## src/rtl/usb_tx_pkg.sv

```systemverilog
// usb_tx_pkg: state encoding and framing constants shared by the USB TX sequencer.
package usb_tx_pkg;
    typedef enum logic [2:0] {IDLE, SYNC, PID, DATA, EOP_SE0, EOP_J} state_t;
    localparam logic [7:0] SYNC_BYTE     = 8'h80;
    localparam logic [2:0] EOP_SE0_TICKS = 3'd2;
    localparam logic [2:0] EOP_J_TICKS   = 3'd1;
endpackage

```

## src/rtl/tx_bit_cnt.sv

```systemverilog
// tx_bit_cnt: 3-bit bit-time counter; wrap marks the last bit of a byte.
module tx_bit_cnt (
    input  logic       clk,
    input  logic       rst,
    input  logic       en,
    input  logic       clr,
    output logic [2:0] cnt,
    output logic       wrap
);
    assign wrap = cnt == 3'd7;
    always_ff @(posedge clk or posedge rst)
        if (rst) cnt <= '0;
        else if (clr) cnt <= '0;
        else if (en) cnt <= cnt + 3'd1;
endmodule

```

## src/rtl/usb_tx_sequencer.sv

```systemverilog
// usb_tx_sequencer: serialises SYNC, PID, FIFO payload and EOP for one USB packet.
module usb_tx_sequencer import usb_tx_pkg::*; #(
    parameter int MAX_BYTES = 64,
    parameter int CNT_W     = 7
) (
    input  logic       clk,
    input  logic       rst,
    input  logic       tx_start,
    input  logic [3:0] tx_pid,
    input  logic       byte_valid,
    input  logic [7:0] byte_data,
    input  logic       byte_last,
    output logic       byte_ready,
    input  logic       bit_tick,
    input  logic       stuff_stall,
    output logic       tx_bit,
    output logic       tx_bit_valid,
    output logic       eop_se0,
    output logic       busy,
    output logic       done,
    output logic       tx_error
);
    state_t state;
    logic [7:0] shreg;
    logic [3:0] pid_q;
    logic last_q;
    logic [CNT_W-1:0] byte_cnt;
    logic [2:0] bit_cnt;
    logic wrap, in_bits, in_eop, consume, boundary, eop_end, at_max;
    assign in_bits = state inside {SYNC, PID, DATA};
    assign in_eop = state inside {EOP_SE0, EOP_J};
    assign consume = in_bits & bit_tick & ~stuff_stall;
    assign boundary = consume & wrap;
    // EOP phases reuse the bit counter; the stuffer stall does not apply there
    assign eop_end = in_eop & bit_tick & (bit_cnt == ((state == EOP_SE0) ? EOP_SE0_TICKS : EOP_J_TICKS) - 3'd1);
    assign at_max = byte_cnt == CNT_W'(MAX_BYTES);
    assign byte_ready = boundary & byte_valid & ((state == PID) | ((state == DATA) & ~last_q & ~at_max));
    assign tx_bit = shreg[0];
    assign tx_bit_valid = in_bits;
    assign eop_se0 = state == EOP_SE0;
    assign busy = state != IDLE;
    tx_bit_cnt u_bit_cnt (
        .clk (clk),
        .rst (rst),
        .en  (consume | (in_eop & bit_tick)),
        .clr (eop_end),
        .cnt (bit_cnt),
        .wrap(wrap)
    );
    always_ff @(posedge clk or posedge rst) begin
        if (rst) begin
            state    <= IDLE;
            shreg    <= '0;
            pid_q    <= '0;
            last_q   <= 1'b0;
            byte_cnt <= '0;
            done     <= 1'b0;
            tx_error <= 1'b0;
        end else begin
            done     <= 1'b0;
            tx_error <= 1'b0;
            if (consume) shreg <= {1'b0, shreg[7:1]};
            case (state)
                IDLE: if (tx_start) begin
                    pid_q    <= tx_pid;
                    shreg    <= SYNC_BYTE;
                    byte_cnt <= '0;
                    last_q   <= 1'b0;
                    state    <= SYNC;
                end
                SYNC: if (boundary) begin
                    shreg <= {~pid_q, pid_q};
                    state <= PID;
                end
                PID: if (boundary) begin
                    if (byte_valid) begin
                        shreg    <= byte_data;
                        last_q   <= byte_last;
                        byte_cnt <= CNT_W'(1);
                        state    <= DATA;
                    end else state <= EOP_SE0;
                end
                DATA: if (boundary) begin
                    if (byte_ready) begin
                        shreg    <= byte_data;
                        last_q   <= byte_last;
                        byte_cnt <= byte_cnt + CNT_W'(1);
                    end else begin
                        tx_error <= ~last_q;
                        state    <= EOP_SE0;
                    end
                end
                EOP_SE0: if (eop_end) state <= EOP_J;
                EOP_J: if (eop_end) begin
                    done  <= 1'b1;
                    state <= IDLE;
                end
                default: state <= IDLE;
            endcase
        end
    end
endmodule

```

## config.mk

```make
export PLATFORM = sky130hd
export DESIGN_NAME = usb_tx_sequencer
export DESIGN_NICKNAME = d
export VERILOG_FILES = /design/src/rtl/usb_tx_pkg.sv /design/src/rtl/tx_bit_cnt.sv /design/src/rtl/usb_tx_sequencer.sv
export SDC_FILE = /design/constraint.sdc
export NUM_CORES = 1
export LEC_CHECK = 0
export BUFFER_PORTS_ARGS = -buffer_cell sky130_fd_sc_hd__buf_2
export CORE_MARGIN = 4
export CORE_UTILIZATION = 50
export DETAILED_ROUTE_END_ITERATION = 10
export PLACE_DENSITY_LB_ADDON = 0.15
export SETUP_SLACK_MARGIN = 0.1
export SKIP_CTS_REPAIR_TIMING = 1
export SLEW_MARGIN = 25
export SYNTH_ARGS = -nofsm -noshare
export SYNTH_HDL_FRONTEND = slang
export SYNTH_SLANG_ARGS = --single-unit
export TNS_END_PERCENT = 50
```

## constraint.sdc

```tcl
create_clock -name clk -period 2.3 [get_ports clk]
set_clock_uncertainty 0.2 [all_clocks]
set_input_delay 0.46 -clock clk [delete_from_list [all_inputs] [get_ports clk]]
set_output_delay 0.46 -clock clk [all_outputs]
set_load 0.03 [all_outputs]
```

==> run summary, run 1 <==
Clock tree synthesis inserted a total of 3 buffers. Global routing used 19.24% of the available tracks. The aggregate global routing overflow is 0. The largest fanout of any net on the critical path is 4. In the post-route analysis, the smallest setup slack over all paths is -0.1479 ns. The clock net sink count came out at 28.

The die is 65.39 microns tall. Port buffering added 25 buffers. The via density per instance came out at 5.667. In this run the critical register-to-register path is launched from u_bit_cnt.cnt[0]. Leaving out fill and tap cells, the most frequent cell in the layout is sky130_fd_sc_hd__dfrtp_1.

For the worst setup path, the data required time is 1.64 ns. The final total power is 2.291 mW. The first-pass GRT wire length came out at 6534 microns. The starting utilization of the core area is 53.06%. STA classifies the critical path endpoint as a primary output. The final clock period utilization by the worst path is 106.4%. The fraction of post-synthesis cell area in the top cell type by area is 42.55%. By area the synthesized netlist is led by sky130_fd_sc_hd__dfrtp_1 (43%), sky130_fd_sc_hd__mux2i_1 (6.7%), sky130_fd_sc_hd__o221ai_2 (6.4%), sky130_fd_sc_hd__nand2_1 (4.8%), sky130_fd_sc_hd__ha_1 (3.0%). The count of synthesis-stage warnings from yosys came out at 0. Setup repair after global routing could not meet its margin everywhere. Dividing the detail-routed wire length by the instance count gives 15.91 microns. The maximum number of pins on one net before global-route repair came out at 29. The area growth from synthesis to layout came out at 30.09%. The reported leakage power is 0.9369 nW. The register-to-register path setup slack came out at -0.07 ns.

The sequential fraction of the synthesis area is 42.55%. The final max-slew violation count was 0. The boundary pin count came out at 26. The die boundary width came out at 65.39 microns. The number of antenna cells inserted is 0.

The post-synthesis net count came out at 185. The via count of the first global-routing pass came to 1400. After detailed routing, the number of remaining DRC violations is 0. The number of cells on the worst hold path came out at 3.

The DRC marker count from the first detailed-route iteration came out at 79. The worst reg2reg path depth is 9. Clock latency on the worst-skew pair, taken at its later pin, is 0.34 ns. Max-cap violations in this run came to 0. The power per unit of standard cell area came out at 1070 mW/mm^2. In this run the cell area measured after placement is 0.001963 sq mm. The relative max-transition margin is 73.08%. The capture point of the worst reg-to-reg path is shreg[0]. The cell taking the most area after synthesis is sky130_fd_sc_hd__dfrtp_1. The detailed route wirelength on metal3 came out at 143 microns.

The floorplan die area is 0.004275 sq mm. The checks that failed: negative setup slack. The launching element type of the critical path is a flop.

Routability-driven placement finished with a final weighted congestion of 0.8597. The path with the worst hold slack has its endpoint at pid_q[3]. In the detailed route, the total length drawn on met2 is 2134 microns. The total number of H-tree levels is 1.

The total negative slack is -0.4992 ns. The TritonCTS clock tree is done. The post-synthesis instance total came out at 162. The maximum vdd drop came out at 483.2 uV. The clock slew seen by the registers of the worst setup and hold paths came out at 0.16 ns. The tightest min-delay check is of the in -> reg type. The fraction of final layout cells sized beyond drive strength 1 is 37.44%. The time the final worst path needs with I/O delays and setup is 2.448 ns. The arrival time of the worst setup path came out at 1.79 ns. The worst setup path is of the reg -> out kind.

The flow ran to the end, but the final reports show violations. The finished cells cover 0.002142 sq mm. After floorplanning, the core was divided into 20 placement rows. The final hold violation count is 0. The top routing layer in use is met4. The netlist area before placement is 0.001647 sq mm. Detailed routing inserted a total of 1445 vias. The post-synthesis register bit count came out at 28.

The number of antenna violations at the first check in global routing is 0. The setup violation total in the final timing report is 8. The net count reported at finish came out at 235. Leaving out fill and tap cells, the most frequent cells in the layout are sky130_fd_sc_hd__dfrtp_1 (28), sky130_fd_sc_hd__buf_2 (23), sky130_fd_sc_hd__buf_4 (23). The antenna violation net count after detailed routing came out at 0.

A synthesized cell averages 10.16 sq um. The HPWL after detailed placement is 2903 microns. After detailed routing, the total wire length is 4058 microns. For this run, the top clock speed supported by timing is 408.5 MHz. In this run the deepest clock path goes through 2 buffers.

At the end of the flow the core is filled with cells to 69.03%. The core footprint came out at 0.003103 sq mm. The wire length the detailed router placed on met1 came out at 1723 microns. For the pin with the worst max-slew slack, the measured transition is 0.4029 ns.

The unique cell type count in the Yosys netlist came out at 41. The startpoint identified for the worst hold timing path is tx_pid[3]. The tree is rooted in a sky130_fd_sc_hd__clkbuf_4.

The first TritonRoute pass finished after 4 iterations.
## cell usage after synthesis
library cell                instances
sky130_fd_sc_hd__mux2_2             1
sky130_fd_sc_hd__dfrtp_1           28
sky130_fd_sc_hd__nand4bb_1          1
sky130_fd_sc_hd__nor2b_1            1
sky130_fd_sc_hd__a21oi_1            8
sky130_fd_sc_hd__or3_4              1
sky130_fd_sc_hd__a211o_1            1
sky130_fd_sc_hd__and4bb_4           1
sky130_fd_sc_hd__o21ai_0            9
sky130_fd_sc_hd__nor3_1             2
sky130_fd_sc_hd__buf_6              1
sky130_fd_sc_hd__clkbuf_1           4
sky130_fd_sc_hd__o21bai_1           1
sky130_fd_sc_hd__nor4b_1            2
sky130_fd_sc_hd__a41oi_1            2
sky130_fd_sc_hd__inv_1              9
sky130_fd_sc_hd__nor3b_1            4
sky130_fd_sc_hd__a22o_1             2
sky130_fd_sc_hd__xor2_1             1
sky130_fd_sc_hd__nand2b_1           2
sky130_fd_sc_hd__a32oi_1            1
sky130_fd_sc_hd__and3_1             3
sky130_fd_sc_hd__o221ai_2           7
sky130_fd_sc_hd__ha_1               4
sky130_fd_sc_hd__a31oi_1            7
sky130_fd_sc_hd__or3_1              4
sky130_fd_sc_hd__a21o_1             1
sky130_fd_sc_hd__nor2_1             5
sky130_fd_sc_hd__a211oi_4           1
sky130_fd_sc_hd__nand2_1           21
sky130_fd_sc_hd__nor4_1             1
sky130_fd_sc_hd__o311a_4            1
sky130_fd_sc_hd__o31ai_1            2
sky130_fd_sc_hd__nand3_1            5
sky130_fd_sc_hd__a31oi_4            1
sky130_fd_sc_hd__and4b_1            1
sky130_fd_sc_hd__mux2i_1           11
sky130_fd_sc_hd__clkinv_1           1
sky130_fd_sc_hd__and2_1             1
sky130_fd_sc_hd__or3b_2             1
sky130_fd_sc_hd__buf_2              2
## final cells by class
type / instances / area [sq um]
inverter: 10 / 37.54
fill: 260 / 960.9
timing repair buffer: 52 / 362.8
tap: 44 / 55.05
multi-input combinational: 117 / 949.7
sequential: 28 / 700.7
clock buffer: 4 / 36.28
## routing by layer
metal,GRT usage (%),vias up
li1,-,702
met4,4.922,0
met1,24.57,711
met5,0,-
met3,2.051,5
met2,34.51,27
## worst max-delay path by stage
stage	startpoint	endpoint	slack, ns	cells past startpoint
6_report	u_bit_cnt.cnt[0]	byte_ready	-0.15	6
5_1_grt	u_bit_cnt.cnt[1]	byte_ready	-0.21	6
4_1_cts	u_bit_cnt.cnt[0]	byte_ready	-0.29	6
3_5_place_dp	u_bit_cnt.cnt[0]	shreg[6]	0.01	8
3_3_place_gp	u_bit_cnt.cnt[0]	shreg[0]	0.08	8
2_1_floorplan	u_bit_cnt.cnt[0]	shreg[3]	-0.007	7
## power breakdown
group,switching [mW],internal (mW)
logic,0.679,0.599
clock network,0.153,0.0971
registers,0.130,0.633
total,0.962,1.33
## flip-flops by register name, indices dropped and copies added, names as in the netlist
signal / cells
state: 3
tx_error: 1
done: 1
shreg: 8
u_bit_cnt.cnt: 3
byte_cnt: 7
pid_q: 4
last_q: 1
## critical path, cell delays in order, from the launching register on
cell	delay [ns]
sky130_fd_sc_hd__dfrtp_1	0.40
sky130_fd_sc_hd__ha_2	0.19
sky130_fd_sc_hd__ha_4	0.13
sky130_fd_sc_hd__and4bb_4	0.28
sky130_fd_sc_hd__nand3_4	0.09
sky130_fd_sc_hd__a21oi_4	0.19
sky130_fd_sc_hd__buf_6	0.16
## kinds of logic after synthesis
group           Yosys count  synth area share (%)
compound gates           44                 23.02
xor+xnor                  1                0.5320
buf+inv                  17                 4.483
mux                      12                 7.371
simple gates             56                 19.00
flops                    28                 42.55
fa+ha+maj                 4                 3.040
## per-stage QoR
stage	instances	hold slack, ns	worst slack (ns)
floorplan	162	0.2268	-0.006702
global placement	244	0.2714	0.07685
detailed placement	244	0.2606	0.009735
CTS	248	-0.03265	-0.2891
global route	255	0.1241	-0.2061
finish	255	0.1057	-0.1479
Power figures use the tool's default switching activity.
==> inputs of run 2 (changes only) <==
--- a/config.mk
+++ b/config.mk
@@ -7,7 +7,7 @@
 export LEC_CHECK = 0
 export BUFFER_PORTS_ARGS = -buffer_cell sky130_fd_sc_hd__buf_2
 export CORE_MARGIN = 4
-export CORE_UTILIZATION = 50
+export CORE_UTILIZATION = 56
 export DETAILED_ROUTE_END_ITERATION = 10
 export PLACE_DENSITY_LB_ADDON = 0.15
 export SETUP_SLACK_MARGIN = 0.1
==> constraint.sdc (replaced) <==
create_clock -name clk -period 2.4 [get_ports clk]
set_clock_uncertainty 0.2 [all_clocks]
set_input_delay 0.48 -clock clk [delete_from_list [all_inputs] [get_ports clk]]
set_output_delay 0.48 -clock clk [all_outputs]
set_load 0.03 [all_outputs]
==> run 2 against run 1 <==
  * The flow still finishes with violations (negative setup slack)
  * Worst setup slack improved by 0.14 ns
  * Critical path depth unchanged
  * Via count increased by 3.2%
  * Count of clock-buffer cells in the layout unchanged
  * Non-clock buffer count increased by 1
  * Die area decreased by 9.4%
  * Worst hold slack improved by 0.038 ns
  * Clock power decreased by 8.0%
  * Power decreased by 4.3%
  * Critical path type unchanged
  * Highest routed layer unchanged
==> run summary, run 2 (synthesized netlist as in run 1, its figures left out) <==
The run finished, with violations left. The checks that failed: negative setup slack. CTS saw 28 sinks. The filler cell count in the final layout came out at 183.

The fmax came out at 415.1 MHz. The worst hold-check path type is in -> reg. The library cell used most frequently in the layout, excluding fill and tap cells, is sky130_fd_sc_hd__dfrtp_1. The final max-slew violation count came to 0. The HPWL after detailed placement came out at 2697 microns. The die boundary width is 62.23 microns. Leaving out fill and tap cells, the most frequent cells in the layout are sky130_fd_sc_hd__dfrtp_1 (28), sky130_fd_sc_hd__buf_4 (24), sky130_fd_sc_hd__buf_2 (23). Counting flops per register, the top entry is shreg. The boundary pin count is 26. Of all nets on the critical path, the largest fanout is 4. The maximum vdd drop is 880.0 uV.

At the later pin of the worst-skew pair, clock insertion delay measures 0.32 ns. The net count reported at finish is 236. The count of TritonRoute iterations in the first routing pass is 5. In the final layout, flip-flops and latches occupy 700.7 sq um. The total number of H-tree levels is 1. The final route contains 1491 vias. Setup repair after global routing could not meet its margin everywhere.

The number of flip-flops under the largest register name came out at 8. The via density per instance is 6.136. The count of maximum capacitance violations came out at 0. The smallest hold slack came out at 0.1438 ns. The DRC violations left came out at 0. The endpoint class of the critical path is a primary output. The clock slew seen by the registers of the worst setup and hold paths came out at 0.15 ns. Cells fill 77.51% of the core in the end. For this design the static power due to leakage is 0.9433 nW. The number of rows in the core area is 19. After layout, the worst path uses 100.4% of the clock period. STA classifies the critical path startpoint as a flop. The number of CTS-inserted buffers came out at 3. The time the final worst path needs with I/O delays and setup is 2.409 ns. The setup violation total in the final timing report came out at 3. The number of antenna violations at the first check in global routing came out at 0. The number of I/O port buffers came out at 25.

The fraction of final layout cells sized beyond drive strength 1 came out at 39.62%. The starting utilization of the core area is 59.20%. The root buffer cell chosen for the clock tree is sky130_fd_sc_hd__clkbuf_4. The critical path is of the reg -> out type. At the pin with the least slew margin, the transition time is 0.4652 ns. The first-pass GRT wire length came out at 6375 microns.

STA puts the critical path data required time at 1.72 ns. In the final routed layout, each cell accounts on average for 17.29 microns. The aggregate global routing overflow is 0. The area growth from synthesis to layout is 30.93%. The maximum number of pins on one net before global-route repair is 29. The via count of the first global-routing pass is 1396. The arrival time of the worst setup path came out at 1.73 ns.

The worst setup margin is -0.008977 ns. The relative max-transition margin is 68.92%. The power per unit of standard cell area came out at 1017 mW/mm^2. The total area of multi-input combinational cells is 972.2 sq um. The total wire length is 4201 microns.

The weighted congestion at the end of routability-driven global placement is 0.8283. In the final layout, the registers with the most flip-flops are shreg (8), byte_cnt (7), pid_q (4). The die covers 0.003872 sq mm. The die is 62.23 microns tall. The all-layer global routing usage came out at 19.34%. TritonCTS built the clock tree. The core footprint came out at 0.002781 sq mm. The count of nets left with antenna violations once routing finished came out at 0.

The final hold violation count is 0. The DRC marker count from the first detailed-route iteration is 139. No sink is reached through more buffers than the 2 on the longest clock path. The number of antenna cells inserted came out at 0.
run 2: through the flow:
stage	cells	TNS, ns	total power [mW]	worst slack [ns]	area [sq um]
after floorplan	162	0	1.432	0.09330	1650
after global placement	223	0	1.737	0.08723	1887
after detailed placement	223	0	1.773	0.01752	1887
after CTS	227	-0.2296	2.012	-0.1872	1923
after global routing	243	-0.6233	2.360	-0.1036	2156
final	243	-0.02259	2.194	-0.008977	2156
run 2: worst max-delay path, stage by stage (launching register included):
cell                       delay, ns
sky130_fd_sc_hd__dfrtp_1        0.40
sky130_fd_sc_hd__ha_2           0.20
sky130_fd_sc_hd__ha_4           0.13
sky130_fd_sc_hd__and4bb_4       0.28
sky130_fd_sc_hd__nand3_4        0.08
sky130_fd_sc_hd__a21oi_4        0.17
sky130_fd_sc_hd__buf_6          0.15
run 2: worst paths after layout:
| path | startpoint | end | slack, ns | depth (start not counted) |
|---|---|---|---|---|
| max | u_bit_cnt.cnt[1] | byte_ready | -0.009 | 6 |
| max reg2reg | byte_cnt[1] | shreg[1] | -0.009 | 8 |
| min in group asynchronous | rst | pid_q[0] | 0.54 | 4 |
| min | tx_pid[0] | pid_q[0] | 0.14 | 3 |
| max in group asynchronous | rst | shreg[1] | 1.20 | 4 |
| min reg2reg | last_q | tx_error | 0.30 | 1 |
run 2: area by class of cell:
class / instances / area share (%)
Timing Repair Buffer: 53 / 17.01
Multi-Input combinational cell: 117 / 45.10
Inverter: 10 / 1.915
Tap cell: 31 / 1.799
Sequential cell: 28 / 32.50
Clock buffer: 4 / 1.683
run 2: layer usage:
layer,track usage [%],routed length [microns],vias up
met1,26.12,1792,724
met4,4.336,57,0
li1,-,-,700
met5,0,0,-
met2,31.87,2070,59
met3,3.784,280,8
run 2: report_power, final:
group,total [mW],internal [mW],switching (mW)
combinational,1.23,0.561,0.672
clock,0.230,0.0928,0.137
sequential,0.730,0.607,0.124
